[config.mk]
export PLATFORM = sky130hd
export DESIGN_NAME = mdio_master
export DESIGN_NICKNAME = d
export VERILOG_FILES = /design/src/rtl/mdio_master.sv
export SDC_FILE = /design/constraint.sdc
export NUM_CORES = 1
export LEC_CHECK = 0
export ABC_AREA = 1
export CAP_MARGIN = 20
export CORE_ASPECT_RATIO = 0.75
export CORE_MARGIN = 1
export CORE_UTILIZATION = 50
export DETAILED_ROUTE_END_ITERATION = 8
export GPL_TIMING_DRIVEN = 0
export PLACE_DENSITY = 0.75
export SKIP_LAST_GASP = 1
export SLEW_MARGIN = 25
export SYNTH_ARGS = -nofsm -noshare
export SYNTH_HDL_FRONTEND = slang
export SYNTH_SLANG_ARGS = --single-unit
export TNS_END_PERCENT = 5
[constraint.sdc]
create_clock -name clk -period 2.8 [get_ports clk]
set_clock_uncertainty 0.05 [all_clocks]
set_input_delay 0.42 -clock clk [delete_from_list [all_inputs] [get_ports clk]]
set_output_delay 0.42 -clock clk [all_outputs]
set_load 0.03 [all_outputs]
[src/rtl/mdio_master.sv]
// MDIO/SMI management master: serialises Clause 22 / Clause 45 frames on MDC/MDIO
// and returns one response per command, with read data and a no-PHY flag.
module mdio_master #(
  parameter int CLK_DIV      = 50,
  parameter int PREAMBLE_LEN = 32
) (
  input  logic        clk,
  input  logic        rst,
  input  logic        cmd_valid,
  output logic        cmd_ready,
  input  logic        cmd_c22,
  input  logic [1:0]  cmd_op,
  input  logic [4:0]  cmd_phyad,
  input  logic [4:0]  cmd_regad,
  input  logic [15:0] cmd_wdata,
  output logic        rsp_valid,
  output logic [15:0] rsp_data,
  output logic        rsp_err,
  output logic        busy,
  input  logic        md_in,
  output logic        md_out,
  output logic        md_en,
  output logic        md_c
);

  localparam int              CW        = (CLK_DIV > 1) ? $clog2(CLK_DIV) : 1;
  localparam logic [CW-1:0]   CNT_LAST  = CW'(CLK_DIV - 1);
  localparam logic [CW-1:0]   CNT_HALF  = CW'(CLK_DIV / 2);
  localparam logic [5:0]      PRE_LAST  = 6'((PREAMBLE_LEN > 0) ? PREAMBLE_LEN - 1 : 0);
  localparam logic [5:0]      HDR_LAST  = 6'd13;
  localparam logic [5:0]      TA_LAST   = 6'd1;
  localparam logic [5:0]      DATA_LAST = 6'd15;

  typedef enum logic [2:0] {S_IDLE, S_PRE, S_HDR, S_TA, S_DATA, S_DONE} state_t;

  state_t         state_q, state_d;
  logic [CW-1:0]  cnt_q, cnt_d;
  logic [5:0]     bit_q, bit_d;
  logic [31:0]    tx_q, tx_d;
  logic [15:0]    rx_q, rx_d;
  logic           rd_q, rd_d;
  logic           ta_err_q, ta_err_d;
  logic [15:0]    rsp_data_q, rsp_data_d;
  logic           rsp_err_q, rsp_err_d;
  logic           rsp_valid_q, rsp_valid_d;
  logic           md_out_q, md_out_d;
  logic           md_en_q, md_en_d;
  logic           md_c_q, md_c_d;
  logic           bit_end;
  logic           in_frame;

  always_comb begin
    // NOTE: every _d gets its default first, so no path through this block can infer a latch.
    state_d    = state_q;
    cnt_d      = cnt_q;
    bit_d      = bit_q;
    tx_d       = tx_q;
    rx_d       = rx_q;
    rd_d       = rd_q;
    ta_err_d   = ta_err_q;
    rsp_data_d = rsp_data_q;
    rsp_err_d  = rsp_err_q;
    bit_end    = (cnt_q == CNT_LAST);
    in_frame   = state_q inside {S_PRE, S_HDR, S_TA, S_DATA};

    if (in_frame) begin
      cnt_d = bit_end ? '0 : cnt_q + 1'b1;
    end

    case (state_q)
      S_IDLE: begin
        if (cmd_valid) begin
          rd_d     = cmd_op[1];
          // Read frames carry ones after REGAD so md_out idles high once released.
          tx_d     = {cmd_c22 ? 2'b01 : 2'b00, cmd_op, cmd_phyad, cmd_regad,
                      cmd_op[1] ? 18'h3ffff : {2'b10, cmd_wdata}};
          cnt_d    = '0;
          bit_d    = '0;
          ta_err_d = 1'b0;
          state_d  = (PREAMBLE_LEN == 0) ? S_HDR : S_PRE;
        end
      end
      S_PRE: begin
        if (bit_end) begin
          bit_d = (bit_q == PRE_LAST) ? '0 : bit_q + 6'd1;
          if (bit_q == PRE_LAST) state_d = S_HDR;
        end
      end
      S_HDR: begin
        if (bit_end) begin
          tx_d  = {tx_q[30:0], 1'b1};
          bit_d = (bit_q == HDR_LAST) ? '0 : bit_q + 6'd1;
          if (bit_q == HDR_LAST) state_d = S_TA;
        end
      end
      S_TA: begin
        if (bit_end) begin
          tx_d  = {tx_q[30:0], 1'b1};
          bit_d = (bit_q == TA_LAST) ? '0 : bit_q + 6'd1;
          if (bit_q == TA_LAST) begin
            ta_err_d = md_in;
            state_d  = S_DATA;
          end
        end
      end
      S_DATA: begin
        if (bit_end) begin
          tx_d  = {tx_q[30:0], 1'b1};
          rx_d  = {rx_q[14:0], md_in};
          bit_d = (bit_q == DATA_LAST) ? '0 : bit_q + 6'd1;
          if (bit_q == DATA_LAST) begin
            rsp_data_d = rd_q ? rx_d : 16'h0000;
            rsp_err_d  = rd_q & ta_err_q;
            state_d    = S_DONE;
          end
        end
      end
      S_DONE:  state_d = S_IDLE;
      default: state_d = S_IDLE;
    endcase

    // Pad outputs are registered from next-state values so they change exactly on bit starts.
    rsp_valid_d = (state_d == S_DONE);
    md_c_d      = (state_d inside {S_PRE, S_HDR, S_TA, S_DATA}) && (cnt_d >= CNT_HALF);
    md_en_d     = (state_d inside {S_PRE, S_HDR}) ||
                  ((state_d inside {S_TA, S_DATA}) && !rd_d);
    md_out_d    = (state_d inside {S_HDR, S_TA, S_DATA}) ? tx_d[31] : 1'b1;
  end

  // NOTE: state registers use non-blocking assignments; reset is synchronous, sampled on clk.
  always_ff @(posedge clk) begin
    if (rst) begin
      state_q     <= S_IDLE;
      cnt_q       <= '0;
      bit_q       <= '0;
      tx_q        <= '1;
      rx_q        <= '0;
      rd_q        <= 1'b0;
      ta_err_q    <= 1'b0;
      rsp_data_q  <= '0;
      rsp_err_q   <= 1'b0;
      rsp_valid_q <= 1'b0;
      md_out_q    <= 1'b1;
      md_en_q     <= 1'b0;
      md_c_q      <= 1'b0;
    end else begin
      state_q     <= state_d;
      cnt_q       <= cnt_d;
      bit_q       <= bit_d;
      tx_q        <= tx_d;
      rx_q        <= rx_d;
      rd_q        <= rd_d;
      ta_err_q    <= ta_err_d;
      rsp_data_q  <= rsp_data_d;
      rsp_err_q   <= rsp_err_d;
      rsp_valid_q <= rsp_valid_d;
      md_out_q    <= md_out_d;
      md_en_q     <= md_en_d;
      md_c_q      <= md_c_d;
    end
  end

  assign cmd_ready = (state_q == S_IDLE);
  assign busy      = (state_q != S_IDLE);
  assign rsp_valid = rsp_valid_q;
  assign rsp_data  = rsp_data_q;
  assign rsp_err   = rsp_err_q;
  assign md_out    = md_out_q;
  assign md_en     = md_en_q;
  assign md_c      = md_c_q;

endmodule
==> tab_implementation.tex <==
\begin{tabular}{lr}
\hline
Metric & Value \\
\hline
\multicolumn{2}{l}{\textbf{Critical path}} \\
\quad Arrival time of the worst setup path & 1.72 ns \\
\quad Startpoint type of the worst setup path & register \\
\quad Endpoint type of the worst setup path & primary output \\
\quad Top delay family on crit path & buffers and inverters \\
\quad Data required, critical path & about 2.3 ns \\
\quad Master of the slowest instance on the critical path & sky130\_fd\_sc\_hd\_\_clkdlybuf4s50\_1 \\
\quad Crit path max fanout & 8 \\
\quad Count of buffer and inverter cells on the critical path & 2 \\
\quad Class of the most critical setup path & register to primary output \\
\quad Largest incremental delay on the critical path & 0.66 ns \\
\quad Worst-path cell chain & nor2\_4 -> nand2\_4 -> inv\_1 -> clkdlybuf4s50\_1 \\
\multicolumn{2}{l}{\textbf{Floorplan}} \\
\quad Vertical extent of the die & 76.5 um \\
\quad Die outline area & around 7800 um\^{}2 \\
\quad Number of top-level design ports & 56 \\
\quad Row Count & 26 \\
\quad Initial cell density of the core & 53.0\% \\
\quad Die Span X & a little over 100 um \\
\quad Core Area & 6990 um\^{}2 \\
\multicolumn{2}{l}{\textbf{Layout}} \\
\quad Final design utilization & between 60 and 70\% \\
\quad Area added between synthesis and finish & 23.1\% \\
\quad Layout filler cell count & 605 \\
\quad Inserted Diodes & 0 \\
\quad Post-route cell area & 4560 um\^{}2 \\
\quad Share of cells above drive strength 1 & 9.03\% \\
\quad Total number of nets in the final design & 609 \\
\multicolumn{2}{l}{\textbf{Global routing}} \\
\quad Pin count of the biggest net entering global routing & 15 \\
\quad Initial antenna violation count & 0 \\
\quad Met2 layer usage reported by global route & 35.0\% \\
\quad Met1 track demand over resource & 34.1\% \\
\quad GRT Util Overall & between 20\% and 30\% \\
\quad Met3 GRT Util & 5.50\% \\
\quad Busiest metal layer after global routing & met2 \\
\quad Global-route wire length before repair & 14400 um \\
\quad Grt total ovfl & 0 \\
\quad Number of global-route vias before repair & 3132 \\
\multicolumn{2}{l}{\textbf{STA}} \\
\quad Final period util & 78.1\% \\
\quad Final slew viol count & 0 \\
\quad Final-layout setup total negative slack & 0 ns \\
\quad WHS & $\sim$0.41 ns \\
\quad Period minus WS final & roughly 2.2 ns \\
\quad Number of hold violations in the final report & 0 \\
\quad Worst max-slew margin expressed relative to the limit & 61.6\% \\
\quad Upper clock frequency limit & roughly 460 MHz \\
\quad Transition time at the pin with the least slew margin & 0.577 ns \\
\quad Unrepaired setup endpoints after global routing & no \\
\quad Total of endpoints with negative setup slack in the final report & 0 \\
\multicolumn{2}{l}{\textbf{Clock network}} \\
\quad Count of instances resized after the clock tree is built & 0 \\
\quad TritonCTS clock tree & done \\
\quad H-tree levels & 3 \\
\quad Setup bufs post-CTS & 0 \\
\quad Cts bufs inserted & 9 \\
\quad Number of hold buffers added after cts & 0 \\
\quad Clk root buf & sky130\_fd\_sc\_hd\_\_clkbuf\_8 \\
\quad Buffer depth of the longest clock path & 2 \\
\quad Worst skew pair latency & 0.35 ns \\
\quad Clock Pin Slew Worst Setup and Hold Paths & roughly 0.09 ns \\
\quad TritonCTS Sinks & 85 \\
\multicolumn{2}{l}{\textbf{Synthesis}} \\
\quad Compound-cell area share of the yosys netlist & 13.5\% \\
\quad Post-synthesis xor/xnor area fraction & 0.236\% \\
\quad Portion of synthesized cell area occupied by the leading cell type & 45.9\% \\
\quad Top cells by area, synth & sky130\_fd\_sc\_hd\_\_dfxtp\_1 46\%, sky130\_fd\_sc\_hd\_\_nand2\_1 11\%, sky130\_fd\_sc\_hd\_\_nand3\_1 8.4\% \\
\quad Most frequent cells after synthesis & 108 x sky130\_fd\_sc\_hd\_\_nand2\_1, 85 x sky130\_fd\_sc\_hd\_\_dfxtp\_1, 62 x sky130\_fd\_sc\_hd\_\_nand3\_1, 56 x sky130\_fd\_sc\_hd\_\_nor2\_1, 38 x sky130\_fd\_sc\_hd\_\_o21ai\_0 \\
\quad FFs w/ async S/R, synth & 0\% \\
\quad Multiplexer area fraction after synthesis & 0\% \\
\quad Net count after synthesis & 543 \\
\quad Simple-gate share of the synthesized area & 31.1\% \\
\quad Cell type with the highest aggregate area in the netlist & sky130\_fd\_sc\_hd\_\_dfxtp\_1 \\
\quad FF+latch count, synth & 85 \\
\quad Netlist area before placement & 3700 um\^{}2 \\
\quad Avg Cell Area, Syn & 7.32 um\^{}2 \\
\quad Adder and majority cell fraction of the synthesized area & 1.35\% \\
\quad Share of the yosys chip area belonging to registers & 45.9\% \\
\quad Post-synth cell types & 31 \\
\quad Most common cell in the synthesized netlist & sky130\_fd\_sc\_hd\_\_nand2\_1 \\
\quad Primary flip-flop cell chosen by synthesis mapping & sky130\_fd\_sc\_hd\_\_dfxtp\_1 \\
\quad Main combinational cell family by area after synthesis & simple AND/OR/NAND/NOR gates \\
\quad Cell count after synthesis & 506 \\
\quad Number of flops mapped to enable cells by yosys & 0 \\
\quad Total of warnings raised by yosys & 0 \\
\multicolumn{2}{l}{\textbf{Power}} \\
\quad VDD IR-drop max & 0.000324 V \\
\quad Leakage & 1.82 nW \\
\quad Pwr Total & 2.37 mW \\
\quad Power density of the placed cells & 521 nW/um\^{}2 \\
\multicolumn{2}{l}{\textbf{Status}} \\
\quad Outcome & complete, no violations \\
\multicolumn{2}{l}{\textbf{Route}} \\
\quad Pre-Repair DR Iteration Count & 5 \\
\quad Via density per instance & 5.16 \\
\quad Total number of vias & roughly 3500 \\
\quad Total DRC errors in the routed layout & 0 \\
\quad First-iteration detailed-routing DRC count & 201 \\
\quad Routed wire length & 8660 um \\
\quad Routed wirelength normalized by instance count & 12.9 um \\
\quad Final antenna-violating net count & 0 \\
\multicolumn{2}{l}{\textbf{Hold path}} \\
\quad Class of the most critical hold timing path & register to register \\
\multicolumn{2}{l}{\textbf{Place}} \\
\quad RePlAce Congestion & around 0.86 \\
\quad Number of buffers added on ports & 55 \\
\quad Dpl cell area & 4380 um\^{}2 \\
\quad Hpwl dp & 6380 um \\
\multicolumn{2}{l}{\textbf{Run}} \\
\quad Number of maximum-capacitance violations & 0 \\
\hline
\end{tabular}
## through the flow
stage,setup WS (ns),cells
floorplan,1.28,506
global route,0.530,674
detailed placement,0.450,659
CTS,0.593,674
global placement,0.501,659
finish,0.612,674
## power breakdown
group	switching (mW)	internal (mW)
Sequential	0.0299	1.26
Combinational	0.159	0.117
Clock	0.439	0.369
Total	0.628	1.75
## sequential cells by signal, summed over array words and instances, names as in the netlist, 3 cells and up
signal and flops:
rsp_data 16, bit_q 6, tx_q 32, cnt_q 6, rx_q 15, state_q 3
## cells in the final DEF, fill, tap and decap left out, types with 4 or more instances in the layout
cell and count:
sky130_fd_sc_hd__clkdlybuf4s50_1 55, sky130_fd_sc_hd__nand2_2 4, sky130_fd_sc_hd__nand2_1 108, sky130_fd_sc_hd__buf_2 8
sky130_fd_sc_hd__o21ai_0 38, sky130_fd_sc_hd__inv_1 31, sky130_fd_sc_hd__dfxtp_1 85, sky130_fd_sc_hd__a22oi_1 12
sky130_fd_sc_hd__ha_1 4, sky130_fd_sc_hd__inv_2 10, sky130_fd_sc_hd__clkbuf_1 11, sky130_fd_sc_hd__a21oi_1 29
sky130_fd_sc_hd__nor2_1 56, sky130_fd_sc_hd__nor2_2 4, sky130_fd_sc_hd__clkbuf_8 11, sky130_fd_sc_hd__nand3_1 62
sky130_fd_sc_hd__nand4_1 17
## logic make-up (layout without fill, tap and decap cells)
family	Yosys count	count (layout)
buffers and inverters	67	137
and+or+nand+nor	259	259
AOI/OAI and AO/OA	90	90
adders and majority gates	4	4
xor gates and xnor gates	1	1
DFF	85	85
## area by class of cell
class / instances / area, um^2 / share of cell area, %
inverters: 42 / 163 / 3.57
well taps: 98 / 123 / 2.69
clock buffers: 11 / 151 / 3.32
plain buffers: 25 / 130 / 2.85
clock inverters: 4 / 31.3 / 0.686
flip-flops and latches: 85 / 1700 / 37.3
repair buffers: 55 / 551 / 12.1
multi-input cells: 354 / 1710 / 37.5
## metal layers
layer / vias to the layer above / wire [um]
met5: - / 0
li1: 1804 / -
met4: 0 / 65
met2: 73 / 3720
met3: 5 / 423
met1: 1599 / 4460
## final timing paths
kind | depth (start not counted) | slack (ns) | start | to
worst min-delay path | 2 | 0.41 | tx_q[10] | tx_q[10]
worst max register to register | 8 | 0.91 | cnt_q[0] | rx_q[9]
worst min register to register | 2 | 0.41 | tx_q[10] | tx_q[10]
worst max-delay path | 4 | 0.61 | state_q[0] | cmd_ready
## worst reg2reg max path: stages, from the launching register on
cell	delay, ns
sky130_fd_sc_hd__dfxtp_1	0.43
sky130_fd_sc_hd__ha_1	0.20
sky130_fd_sc_hd__nand3_1	0.12
sky130_fd_sc_hd__nor2_4	0.23
sky130_fd_sc_hd__nand2_1	0.22
sky130_fd_sc_hd__inv_2	0.15
sky130_fd_sc_hd__buf_2	0.23
sky130_fd_sc_hd__nor2_1	0.06
sky130_fd_sc_hd__nor2_1	0.14
Power figures use the tool's default switching activity.
